File: src/rtl/sha256_msg_schedule_if.sv
// Block-load and schedule-word handshake bundle for the SHA-256 message scheduler.
// master = upstream/round-stage side, slave = scheduler side.
interface sha256_msg_schedule_if;
    logic         sched_clr;
    logic         blk_valid;
    logic         blk_ready;
    logic [511:0] blk_data;
    logic         w_valid;
    logic         w_ready;
    logic [31:0]  w_out;
    logic [5:0]   w_idx;
    logic         w_last;

    modport master (
        output sched_clr, blk_valid, blk_data, w_ready,
        input  blk_ready, w_valid, w_out, w_idx, w_last
    );

    modport slave (
        input  sched_clr, blk_valid, blk_data, w_ready,
        output blk_ready, w_valid, w_out, w_idx, w_last
    );
endinterface

File: src/rtl/sha256_msg_schedule.sv
// SHA-256 message schedule: loads a 512-bit block, streams W[0..63] from a 16-word window.
// Optional stall counter output enabled by defining SHA256_SCHED_STALL_CNT_EN.
module sha256_msg_schedule (
    input  logic                       clk,
    input  logic                       n_rst,
    sha256_msg_schedule_if.slave       bus
`ifdef SHA256_SCHED_STALL_CNT_EN
    ,
    output logic [15:0]                stall_cnt
`endif
);

    typedef enum logic {
        ST_IDLE = 1'b0,
        ST_RUN  = 1'b1
    } state_t;

    state_t      r_state;
    state_t      w_state_next;
    logic [31:0] r_win      [16];
    logic [31:0] w_win_next [16];
    logic [31:0] w_blk_word [16];
    logic [5:0]  r_t;
    logic [5:0]  w_t_next;
    logic        w_load;
    logic        w_blk_ready;
    logic [31:0] w_new_word;

    function automatic logic [31:0] sig0(input logic [31:0] x);
        return {x[6:0], x[31:7]} ^ {x[17:0], x[31:18]} ^ {3'b000, x[31:3]};
    endfunction

    function automatic logic [31:0] sig1(input logic [31:0] x);
        return {x[16:0], x[31:17]} ^ {x[18:0], x[31:19]} ^ {10'b0, x[31:10]};
    endfunction

    // W0 sits in the most significant word of the block
    generate
        for (genvar gi = 0; gi < 16; gi++) begin : g_unpack
            assign w_blk_word[gi] = bus.blk_data[511 - 32*gi -: 32];
        end
    endgenerate

    assign w_new_word = sig1(r_win[14]) + r_win[9] + sig0(r_win[1]) + r_win[0];

    always_comb begin
        w_state_next = r_state;
        w_t_next     = r_t;
        w_win_next   = r_win;
        w_blk_ready  = 1'b0;
        w_load       = 1'b0;
        if (bus.sched_clr) begin
            w_state_next = ST_IDLE;
            w_t_next     = 6'd0;
        end else begin
            case (r_state)
                ST_IDLE: begin
                    w_blk_ready = 1'b1;
                    w_load      = bus.blk_valid;
                end
                ST_RUN: begin
                    if (bus.w_ready) begin
                        if (r_t == 6'd63) begin
                            // last word leaving: a waiting block may load in the same edge
                            w_blk_ready = 1'b1;
                            w_t_next    = 6'd0;
                            if (bus.blk_valid) begin
                                w_load = 1'b1;
                            end else begin
                                w_state_next = ST_IDLE;
                            end
                        end else begin
                            for (int i = 0; i < 15; i++) begin
                                w_win_next[i] = r_win[i+1];
                            end
                            w_win_next[15] = w_new_word;
                            w_t_next       = r_t + 6'd1;
                        end
                    end
                end
                default: w_state_next = ST_IDLE;
            endcase
        end
        if (w_load) begin
            w_win_next   = w_blk_word;
            w_t_next     = 6'd0;
            w_state_next = ST_RUN;
        end
    end

    always_ff @(posedge clk) begin
        if (!n_rst) begin
            r_state <= ST_IDLE;
            r_t     <= 6'd0;
            for (int i = 0; i < 16; i++) begin
                r_win[i] <= 32'd0;
            end
        end else begin
            r_state <= w_state_next;
            r_t     <= w_t_next;
            for (int i = 0; i < 16; i++) begin
                r_win[i] <= w_win_next[i];
            end
        end
    end

    assign bus.blk_ready = w_blk_ready;
    assign bus.w_valid   = (r_state == ST_RUN);
    assign bus.w_out     = r_win[0];
    assign bus.w_idx     = r_t;
    assign bus.w_last    = (r_state == ST_RUN) && (r_t == 6'd63);

`ifdef SHA256_SCHED_STALL_CNT_EN
    logic [15:0] r_stall_cnt;

    always_ff @(posedge clk) begin
        if (!n_rst || bus.sched_clr || w_load) begin
            r_stall_cnt <= 16'd0;
        end else if ((r_state == ST_RUN) && !bus.w_ready && (r_stall_cnt != 16'hFFFF)) begin
            r_stall_cnt <= r_stall_cnt + 16'd1;
        end
    end

    assign stall_cnt = r_stall_cnt;
`endif

endmodule

File: src/flat_wrapper.sv
// flat-port wrapper written by rule: the top's interface ports become plain ports
module sha256_msg_schedule_flat 
  (clk, n_rst, bus_sched_clr, bus_blk_valid, bus_blk_data, bus_w_ready, bus_blk_ready, bus_w_valid, bus_w_out, bus_w_idx, bus_w_last);
  sha256_msg_schedule_if bus_i ();
  input  logic clk;
  input  logic n_rst;
  input wire logic [$bits(bus_i.sched_clr)-1:0] bus_sched_clr;
  input wire logic [$bits(bus_i.blk_valid)-1:0] bus_blk_valid;
  input wire logic [$bits(bus_i.blk_data)-1:0] bus_blk_data;
  input wire logic [$bits(bus_i.w_ready)-1:0] bus_w_ready;
  output wire logic [$bits(bus_i.blk_ready)-1:0] bus_blk_ready;
  output wire logic [$bits(bus_i.w_valid)-1:0] bus_w_valid;
  output wire logic [$bits(bus_i.w_out)-1:0] bus_w_out;
  output wire logic [$bits(bus_i.w_idx)-1:0] bus_w_idx;
  output wire logic [$bits(bus_i.w_last)-1:0] bus_w_last;
  assign bus_i.sched_clr = bus_sched_clr;
  assign bus_i.blk_valid = bus_blk_valid;
  assign bus_i.blk_data = bus_blk_data;
  assign bus_i.w_ready = bus_w_ready;
  assign bus_blk_ready = bus_i.blk_ready;
  assign bus_w_valid = bus_i.w_valid;
  assign bus_w_out = bus_i.w_out;
  assign bus_w_idx = bus_i.w_idx;
  assign bus_w_last = bus_i.w_last;
  sha256_msg_schedule u_core (.clk(clk), .n_rst(n_rst), .bus(bus_i));
endmodule
File: config.mk
export PLATFORM = sky130hd
export DESIGN_NAME = sha256_msg_schedule_flat
export DESIGN_NICKNAME = d
export VERILOG_FILES = /design/src/rtl/sha256_msg_schedule_if.sv /design/src/rtl/sha256_msg_schedule.sv /design/src/flat_wrapper.sv
export SDC_FILE = /design/constraint.sdc
export NUM_CORES = 1
export LEC_CHECK = 0
export ABC_CLOCK_PERIOD_IN_PS = 7700
export CAP_MARGIN = 20
export CELL_PAD_IN_SITES_DETAIL_PLACEMENT = 1
export CELL_PAD_IN_SITES_GLOBAL_PLACEMENT = 1
export CORE_ASPECT_RATIO = 0.9
export CORE_MARGIN = 5
export CORE_UTILIZATION = 42
export CTS_CLUSTER_SIZE = 8
export DETAILED_ROUTE_END_ITERATION = 12
export GPL_ROUTABILITY_DRIVEN = 0
export HOLD_SLACK_MARGIN = 0.08
export PLACE_DENSITY = 0.9
export SKIP_LAST_GASP = 1
export SYNTH_ARGS = -nofsm -noshare
export SYNTH_HDL_FRONTEND = slang
export SYNTH_SLANG_ARGS = --single-unit
File: constraint.sdc
create_clock -name clk -period 7.7 [get_ports clk]
set_input_delay 0.77 -clock clk [delete_from_list [all_inputs] [get_ports clk]]
set_output_delay 0.77 -clock clk [all_outputs]
set_load 0.05 [all_outputs]
==> flow_metrics.py <==
metrics = {
    "cells_and_area": {
        "stdcell_count": 4623,
        "multi_input_area_um2": 15200,
        "syn_to_final_growth_pct": 25.5,
        "final_cell_mix": "898 x nand2_1, 556 x clkdlybuf4s50_1, 542 x nor2_1",
        "drive_gt1_share_pct": 7.44,
        "final_common_cell": "nand2_1",
        "seqCellArea_um2": 10400,
        "finalNetCount": 4340,
        "fillerInstances": 7668,
        "final_cell_area_um2": 35100,
    },
    "setup_path": {
        "startpoint_type": "flop",
        "required_ps": 8220,
        "critPathLaunch": "u_core.r_win[456]",
        "r2r_cells": 13,
        "critPathMaxStageDelay_ps": 520,
        "crit_fanout": 5,
        "crit_type": "flop to flop",
        "worstReg2RegEnd": "u_core.r_win[27]",
        "path_cells": "xnor2_1 -> xnor2_1 -> fa_1 -> fa_1 -> ha_1 -> fa_1 -> a21o_1 -> a311o_1 -> a2111oi_2 -> nor3_1 -> o31ai_1 -> mux2_1 -> a211oi_1",
        "cp.arrival_ps": 5330,
        "cpMostUsedCell": "fa_1",
        "regToRegSetupSlack_ps": 2890,
        "r2r-start": "u_core.r_win[456]",
        "critPathCaptureType": "flop",
        "slowest_stage": "fa_1",
        "cp-endpoint": "u_core.r_win[27]",
    },
    "place": {
        "numPortBuffers": 557,
        "post-place-ws_ps": 2920,
        "dp_cells": 4515,
        "dp_hpwl_um": 86400,
        "post_dp_cell_area_um2": 33000,
    },
    "pwr": {
        "power_density_nw_per_um2": 253,
        "power_uw": 8890,
        "ir_drop_uv": 163,
        "p_leak_uw": 0.0123,
    },
    "yosys": {
        "muxShareOfSynthArea_pct": 0.0761,
        "synth_edf_count": 0,
        "syn_nets": 4049,
        "synth_top_family_by_area": "compound AO/OA/AOI/OAI gates",
        "synth-compound-area-share_pct": 23.1,
        "netlist.area_leader.share_pct": 37.2,
        "ys_seq_area_share_pct": 37.2,
        "yosysTopAreaCell": "dfxtp_1",
        "yosys.area_share.simple_pct": 20.9,
        "synth-xor-area-share_pct": 4.33,
        "ys_seq_elements": 519,
        "synth_area_leaders": "dfxtp_1 37%, nand2_1 12%, a311oi_2 8.4%",
        "synthDistinctLibCells": 65,
        "synth_ff_type": "dfxtp_1",
        "synth-adder-area-share_pct": 5.87,
        "syn_inst": 3438,
        "synth_warnings": 0,
        "synth_area_um2": 27900,
        "async_reset_ff_share_pct": 0,
        "syn_avg_cell_area_um2": 8.13,
    },
    "global_routing": {
        "grt_pass1_vias": 27509,
        "track_usage_pct": 31.3,
        "overflow": 0,
        "grt_antenna_before_repair": 24,
        "grt_first_pass_wirelength_um": 172000,
        "grt_max_degree": 246,
    },
    "floorplan": {
        "die_h_um": 255,
        "rows": 89,
        "die_w_um": 282,
        "io_pins": 558,
        "coreArea_um2": 65700,
        "start_util_pct": 42.5,
        "dieArea_um2": 71800,
    },
    "sta": {
        "fin_crit_ps": 4810,
        "min_period_over_period_pct": 62.5,
        "worst_pin_slew_ps": 1090,
        "setup_violations": 0,
        "rsz0062_at_grt": "no",
        "relSlewSlack_pct": 27.1,
        "skew_ps": 23.9,
        "finalWorstSetupSlack_ps": 2890,
        "hold_viol": 0,
        "fmax_ghz": 0.208,
        "totalNegativeSetupSlack_ps": 0,
        "finalMaxSlewViolations": 0,
    },
    "drt": {
        "drt-total-wl_um": 120000,
        "antenna_left": 0,
        "wl_per_cell_um": 25.9,
        "drt-initial-drc-count": 2797,
        "wl_met1_um": 47000,
        "vias_per_cell": 5.87,
        "first_pass_iters": 7,
        "dr_total_vias": 27124,
        "wl_met2_um": 55700,
        "top_layer": "met5",
        "dr_wl_met3_um": 9990,
        "drcViolationCount": 0,
    },
    "clocking": {
        "htree_levels": 3,
        "clock_latency_ps": 610,
        "numCtsBuffers": 75,
        "holdBufCountCts": 0,
        "cts_tree": "built",
        "cts_resized": 0,
        "cts_buffer_depth": 3,
        "cts-root-buf": "clkbuf_16",
        "postCtsSetupRepairBufs": 0,
        "clk_pin_slew_worst_paths_ps": 50,
        "cts.sinks": 519,
    },
    "worst_hold_path": {
        "holdCritPathClass": "flop to flop",
    },
    "outcome": {
        "status": "finished clean",
    },
    "flow_run": {
        "max_cap_viol_count": 0,
    },
}
==> report_power, final <==
group / switching (uW) / internal [uW]
registers: 221 / 2900
clock network: 1240 / 1780
logic: 1680 / 1070
==> worst min path at each step <==
stage                            from                 to  slack (ps)  cells past startpoint
floorplan             u_core.r_win[9]    u_core.r_win[9]         430                      2
global placement      u_core.r_win[9]    u_core.r_win[9]         450                      2
detailed placement    u_core.r_win[9]    u_core.r_win[9]         460                      2
CTS                   u_core.r_win[9]    u_core.r_win[9]         480                      2
global route        u_core.r_win[346]  u_core.r_win[378]         500                      2
finish              u_core.r_win[378]  u_core.r_win[410]         480                      2
==> metal layers <==
layer / track usage [%] / vias up
li1: - / 12319
met1: 38.7 / 13286
met2: 51.8 / 1184
met3: 6.95 / 319
met4: 15.8 / 16
met5: 0 / -
==> metrics by stage <==
stage / hold WS (ps) / utilization, %
CTS: 480 / 53.3
global placement: 445 / 50.2
detailed placement: 455 / 50.2
floorplan: 432 / -
global route: 502 / 53.3
finish: 479 / 53.4
==> worst max-delay path: cells and delay by family, from the launching register on <==
kind / cells / cell delay (ps)
AO/OA/AOI/OAI: 5 / 1570
adder cells (fa/ha/maj): 4 / 1660
XOR/XNOR: 2 / 540
flip-flops: 1 / 460
multiplexers: 1 / 350
AND/OR/NAND/NOR: 1 / 160
==> flip-flops by register name (all words and copies together) (netlist names) <==
| signal | cells |
|---|---|
| u_core.bus.w_valid | 1 |
| u_core.r_win | 480 |
| u_core.bus.w_out | 32 |
| u_core.bus.w_idx | 6 |
==> kinds of logic after synthesis <==
group,after synthesis
buf+inv,500
simple gates,1510
flops,519
mux,2
xor+xnor,138
compound gates,675
fa+ha+maj,94
==> area by class of cell <==
cell class	count	area share, %
sequential	519	29.6
timing repair buffer	579	16.6
clock buffer	82	5.57
inverter	135	1.47
multi-input combinational	2419	43.3
clock inverter	5	0.178
tap	864	3.08
antenna	20	0.143
==> cell usage after synthesis (4+ instances only) <==
| cell type | count |
|---|---|
| a21o_1 | 16 |
| a21oi_1 | 69 |
| a221oi_1 | 5 |
| a22oi_1 | 40 |
| a311oi_1 | 262 |
| a311oi_2 | 156 |
| a31oi_1 | 4 |
| and3_1 | 12 |
| buf_2 | 54 |
| buf_4 | 87 |
| buf_6 | 16 |
| clkbuf_1 | 206 |
| dfxtp_1 | 519 |
| fa_1 | 62 |
| ha_1 | 32 |
| inv_1 | 134 |
| nand2_1 | 898 |
| nand3_1 | 7 |
| nand4_1 | 6 |
| nor2_1 | 543 |
| nor3_1 | 13 |
| o21a_1 | 7 |
| o21ai_0 | 18 |
| o21bai_1 | 6 |
| o221ai_1 | 48 |
| o22ai_1 | 8 |
| or3_1 | 11 |
| xnor2_1 | 113 |
| xor2_1 | 25 |
(Power assumes the default switching activity.)
